$ cat config.mk
export PLATFORM = sky130hd
export DESIGN_NAME = uart_rx
export DESIGN_NICKNAME = d
export VERILOG_FILES = /design/src/rtl/uart_rx.sv
export SDC_FILE = /design/constraint.sdc
export NUM_CORES = 1
export LEC_CHECK = 0
export ABC_AREA = 1
export ABC_CLOCK_PERIOD_IN_PS = 2200
export BUFFER_PORTS_ARGS = -buffer_cell sky130_fd_sc_hd__buf_2
export CAP_MARGIN = 0
export CORE_MARGIN = 1.5
export CORE_UTILIZATION = 60
export DETAILED_ROUTE_END_ITERATION = 6
export HOLD_SLACK_MARGIN = 0.1
export PLACE_DENSITY = 0.81
export SETUP_SLACK_MARGIN = 0.2
export SLEW_MARGIN = 20
export SYNTH_ARGS = -nofsm -noshare
export SYNTH_HDL_FRONTEND = slang
export SYNTH_SLANG_ARGS = --single-unit
$ cat constraint.sdc
create_clock -name CP -period 2.2 [get_ports CP]
set_input_delay 0.11 -clock CP [delete_from_list [all_inputs] [get_ports CP]]
set_output_delay 0.11 -clock CP [all_outputs]
set_load 0.02 [all_outputs]
$ cat src/rtl/uart_rx.sv
// uart_rx: oversampling 8N1 UART receiver with a 2-flop input synchronizer.
// Define UART_RX_PARITY_EN to add an even-parity bit between data and stop (8E1).
module uart_rx #(
    parameter int CLKS_PER_BIT = 434,
    parameter int CNT_W        = 16
) (
    input  logic       CP,
    input  logic       RST,
    input  logic       In,
    output logic [7:0] Data,
    output logic       Valid,
    output logic       FrameErr,
    output logic       Busy
);

    localparam int HALF_BIT = CLKS_PER_BIT / 2;

    localparam logic [2:0] IDLE      = 3'd0;
    localparam logic [2:0] START     = 3'd1;
    localparam logic [2:0] DATA      = 3'd2;
`ifdef UART_RX_PARITY_EN
    localparam logic [2:0] PARITY    = 3'd3;
`endif
    localparam logic [2:0] STOP      = 3'd4;
    localparam logic [2:0] WAIT_HIGH = 3'd5;

    logic [2:0]       state;
    logic [CNT_W-1:0] cnt;
    logic [2:0]       bitIdx;
    logic [7:0]       shiftReg;
    logic             syncMeta;
    logic             rxS;
    logic             bitEnd;
    logic             halfEnd;
`ifdef UART_RX_PARITY_EN
    logic             parityBit;
`endif

    // Two-flop synchronizer; resets to the idle (high) line level.
    always_ff @(posedge CP) begin
        if (RST) begin
            syncMeta <= 1'b1;
            rxS      <= 1'b1;
        end else begin
            syncMeta <= In;
            rxS      <= syncMeta;
        end
    end

    assign bitEnd  = (cnt == CNT_W'(CLKS_PER_BIT - 1));
    assign halfEnd = (cnt == CNT_W'(HALF_BIT - 1));
    assign Busy    = (state != IDLE);

    // Frame sequencer: the start bit is re-checked at its centre, and every later
    // sample lands one full bit period after the previous centre sample.
    always_ff @(posedge CP) begin
        if (RST) begin
            state     <= IDLE;
            cnt       <= '0;
            bitIdx    <= 3'd0;
            shiftReg  <= 8'h00;
            Data      <= 8'h00;
            Valid     <= 1'b0;
            FrameErr  <= 1'b0;
`ifdef UART_RX_PARITY_EN
            parityBit <= 1'b0;
`endif
        end else begin
            Valid    <= 1'b0;
            FrameErr <= 1'b0;
            case (state)
                IDLE: begin
                    cnt <= '0;
                    if (!rxS) begin
                        state <= START;
                    end
                end
                START: begin
                    if (halfEnd) begin
                        cnt    <= '0;
                        bitIdx <= 3'd0;
                        state  <= rxS ? IDLE : DATA;
                    end else begin
                        cnt <= cnt + 1'b1;
                    end
                end
                DATA: begin
                    if (bitEnd) begin
                        cnt              <= '0;
                        shiftReg[bitIdx] <= rxS;
                        if (bitIdx == 3'd7) begin
`ifdef UART_RX_PARITY_EN
                            state <= PARITY;
`else
                            state <= STOP;
`endif
                        end else begin
                            bitIdx <= bitIdx + 1'b1;
                        end
                    end else begin
                        cnt <= cnt + 1'b1;
                    end
                end
`ifdef UART_RX_PARITY_EN
                PARITY: begin
                    if (bitEnd) begin
                        cnt       <= '0;
                        parityBit <= rxS;
                        state     <= STOP;
                    end else begin
                        cnt <= cnt + 1'b1;
                    end
                end
`endif
                STOP: begin
                    if (bitEnd) begin
                        cnt <= '0;
`ifdef UART_RX_PARITY_EN
                        if (rxS && (parityBit == ^shiftReg)) begin
`else
                        if (rxS) begin
`endif
                            Data  <= shiftReg;
                            Valid <= 1'b1;
                            state <= IDLE;
                        end else begin
                            // A low stop bit may be a break; wait for the line to recover.
                            FrameErr <= 1'b1;
                            state    <= rxS ? IDLE : WAIT_HIGH;
                        end
                    end else begin
                        cnt <= cnt + 1'b1;
                    end
                end
                WAIT_HIGH: begin
                    cnt <= '0;
                    if (rxS) begin
                        state <= IDLE;
                    end
                end
                default: begin
                    cnt   <= '0;
                    state <= IDLE;
                end
            endcase
        end
    end

endmodule

==> summary.txt <==
Route
  • DR pass1 iterations: 4
  • Vias: roughly 1.9k
  • Vias/cell: 4.791
  • ANT nets after route: 0
  • Starting DRT DRC Count: ~120
  • Drc violations: 0
  • Final WL: just over 4000 um
  • Avg WL per Cell: about 11 um

STA
  • RSZ-0062 raised after global routing: false
  • Worst-Margin Slew: between 0.8 and 0.9 ns
  • Period utilization: around 82%
  • Fmax: around 560 MHz
  • Final worst setup slack: around 0.4 ns
  • Fin. max-slew vios: 0
  • Final setup fails: 0
  • Final clock skew: ~0.0047 ns
  • TNS Setup: 0 ns
  • Period minus WS final: between 1.5 and 2 ns
  • Max-slew headroom: 40.41%
  • Count of final hold-check violations: 0

Setup path
  • Crit end category: flop
  • Worst EP arrival: approximately 1.9 ns
  • Crit Path Max Fanout: 16
  • Worst path max stage delay: between 0.7 and 0.8 ns
  • Worst Path Buf+Inv: 0
  • Crit start category: flop
  • Crit-path cells: nor2_2 > nand2_1 > nand2_2 > o211ai_4 > nor2_1
  • Delay-heaviest family, CP: compound AO/OA/AOI/OAI gates
  • Crit path kind: flop to flop
  • CP required: ~2.3 ns
  • Crit-path slowest cell: o211ai_4

Die
  • IO Pins: 14
  • Rows: 22
  • Starting Density: between 60 and 70%
  • Die Y: between 60 and 70 um
  • Die ar.: around 4100 um2
  • Core Box Area: 3633 um2
  • DIE WIDTH: between 60 and 70 um

Logic synthesis
  • Synth Warn #: 0
  • Synthesized area: 2258 um2
  • Ys flop type: dfxtp_1
  • Syn Area/Cell: 7.058 um2
  • Top-count cell post-synth: nor2_1
  • Synthesized flop and latch total: 42
  • Syn_nets: between 300 and 400
  • Synth top area share: 37.23%
  • Top cells by count, synth: nor2_1, nand2_1, dfxtp_1
  • Seq/Total Area, Yosys: between 30% and 40%
  • Yosys top cell by area: dfxtp_1
  • Synth cell types: 30
  • Post-synth EDFFs: 0
  • Ranking of synthesized cells by area: dfxtp_1, nor2_1, nand2_1, inv_1, nor2_4
  • Asr flop ratio synth: 0%
  • Cells after Synth: 320

Pwr
  • Clock Power Share: between 20% and 30%
  • Final Total Pwr: about 2.1 mW
  • Switching power share of the total: about two fifths
  • Combinational power share: 35.0%
  • Pint: about 1.3 mW
  • Max VDD drop: around 0.00072 V
  • Reg power frac: about two fifths
  • Net switching power: slightly above 0.8 mW
  • LEAKAGE: between 1 and 1.5 nW
  • Cell Pwr Density: 869.9 nW/um2

CTS
  • Clk Latency, worst-skew pair: roughly 0.29 ns
  • CTS buffer count: 5
  • CTS H-tree lvls: 2
  • CTS tree: built
  • Clock sink count: 42
  • Root Buffer: clkbuf_8
  • Clock-pin slew on the worst setup and hold paths: approximately 0.070 ns
  • Max clock buf depth: 2

Global routing
  • Pin count of the biggest net entering global routing: 17
  • Met3 usage: 6.338%
  • Remaining Overflow, GRT: 0
  • GR Util met2: about 37%
  • Number of global-route vias before repair: roughly 1.7k
  • Met1 GRT Util: ~28%
  • GRT Total Usage: 22.77%
  • Antenna violations before repair: 0
  • Global-route wire length before repair: a little over 7000 um
  • Global route hottest layer: met2

Placed design
  • GPL Wtd Cong: about 0.84
  • Pre-CTS setup slack: about 0.41 ns
  • Hpwl dp: 3027 um
  • Placed cell count: around 380
  • Port Buffers: 13

Layout
  • Share of cells above drive strength 1: around 17%
  • N_diodes: 0
  • Layout Cells excl Fill: about 390
  • Filler cells: around 320
  • Layout Nets: ~350
  • Layout overhead on the synthesized area: 8.864%

Min path
  • Hold Path Class: flop to flop

Job
  • Max-Cap Viols: 0

Status
  • Status: completed
path summary, 6_finish.rpt:
path	slack, ns	endpoint	depth (start not counted)	start
max	0.40	cnt[3]	5	state[1]
min	0.42	rxS	1	syncMeta
max reg2reg	0.40	cnt[3]	5	state[1]
min reg2reg	0.42	rxS	1	syncMeta
worst register-to-register path: stages (launching register included):
cell and delay, ns:
dfxtp_1 0.50, nor2_2 0.09, nand2_1 0.12, nand2_2 0.10, o211ai_4 0.74, nor2_1 0.10
cells in the final DEF, fill, tap and decap left out:
master,synthesis,final
dlygate4sd3_1,0,2
o31ai_1,1,1
nand3_2,1,1
nor2_4,11,11
o32ai_1,1,1
nand2_4,3,3
nand3_1,13,13
clkbuf_8,0,6
nand2_2,8,8
o21bai_1,3,3
nor2_1,72,72
buf_4,0,1
nor2_2,4,4
buf_2,1,13
inv_1,41,41
nor3_1,8,8
or2_2,2,2
dfxtp_1,42,42
nand3b_1,1,1
inv_2,5,5
nand4_1,6,6
nand2_1,70,70
ha_1,5,5
o211ai_4,1,1
clkinv_1,1,1
xnor2_1,5,5
clkinv_2,1,2
clkbuf_1,2,1
nor3_4,1,1
o21ai_0,2,2
xor2_1,7,7
logic make-up after synthesis:
kind of cell	count (synthesis)	share of synthesized area, %
AO/OA/AOI/OAI	8	3.103
XOR/XNOR	12	4.654
adder cells (fa/ha/maj)	5	2.770
buffers and inverters	53	9.972
flip-flops	42	37.23
AND/OR/NAND/NOR	200	42.27
state kept, by name (all words and copies together), names as in the netlist:
register	count
cnt	16
Data	8
shiftReg	8
bitIdx	3
state	3
FrameErr	1
Valid	1
rxS	1
syncMeta	1
through the flow:
step	util [%]	instance area (um2)	hold slack (ns)
floorplan	-	2258	0.1863
global placement	64.60	2347	0.2959
detailed placement	64.60	2347	0.2996
CTS	67.67	2459	0.4186
global route	67.67	2459	0.4321
finish	67.67	2459	0.4175
power by group through the flow:
| stage | sequential [mW] | clock, mW | combinational, mW |
|---|---|---|---|
| global route | 0.902 | 0.546 | 0.844 |
| global placement | 0.906 | 0 | 0.731 |
| finish | 0.894 | 0.496 | 0.749 |
| detailed placement | 0.910 | 0 | 0.742 |
| floorplan | 0.894 | 0 | 0.648 |
| CTS | 0.893 | 0.514 | 0.748 |
cell type report:
class / instances / area, um2 / share of cell area [%]
clock inverters: 1 / 5.005 / 0.2036
multi-input cells: 225 / 1192 / 48.50
well taps: 48 / 60.06 / 2.443
flip-flops and latches: 42 / 840.8 / 34.20
inverters: 48 / 181.4 / 7.379
clock buffers: 7 / 86.33 / 3.511
repair buffers: 16 / 92.59 / 3.766
what timing repair did:
| item | in CTS | in global routing |
|---|---|---|
| buffers inserted | 0 | 0 |
| resized for setup | 0 | 0 |
| hold endpoints to repair | 4 | 0 |
| hold buffers | 2 | 0 |
| endpoints found under the setup margin | 0 | 0 |
layer usage:
layer / wire length (um) / vias up
li1: - / 1007
met1: 1951 / 805
met2: 1897 / 34
met3: 156 / 8
met4: 76 / 0
met5: 0 / -
Note: power is estimated with default switching activity, not from simulation.
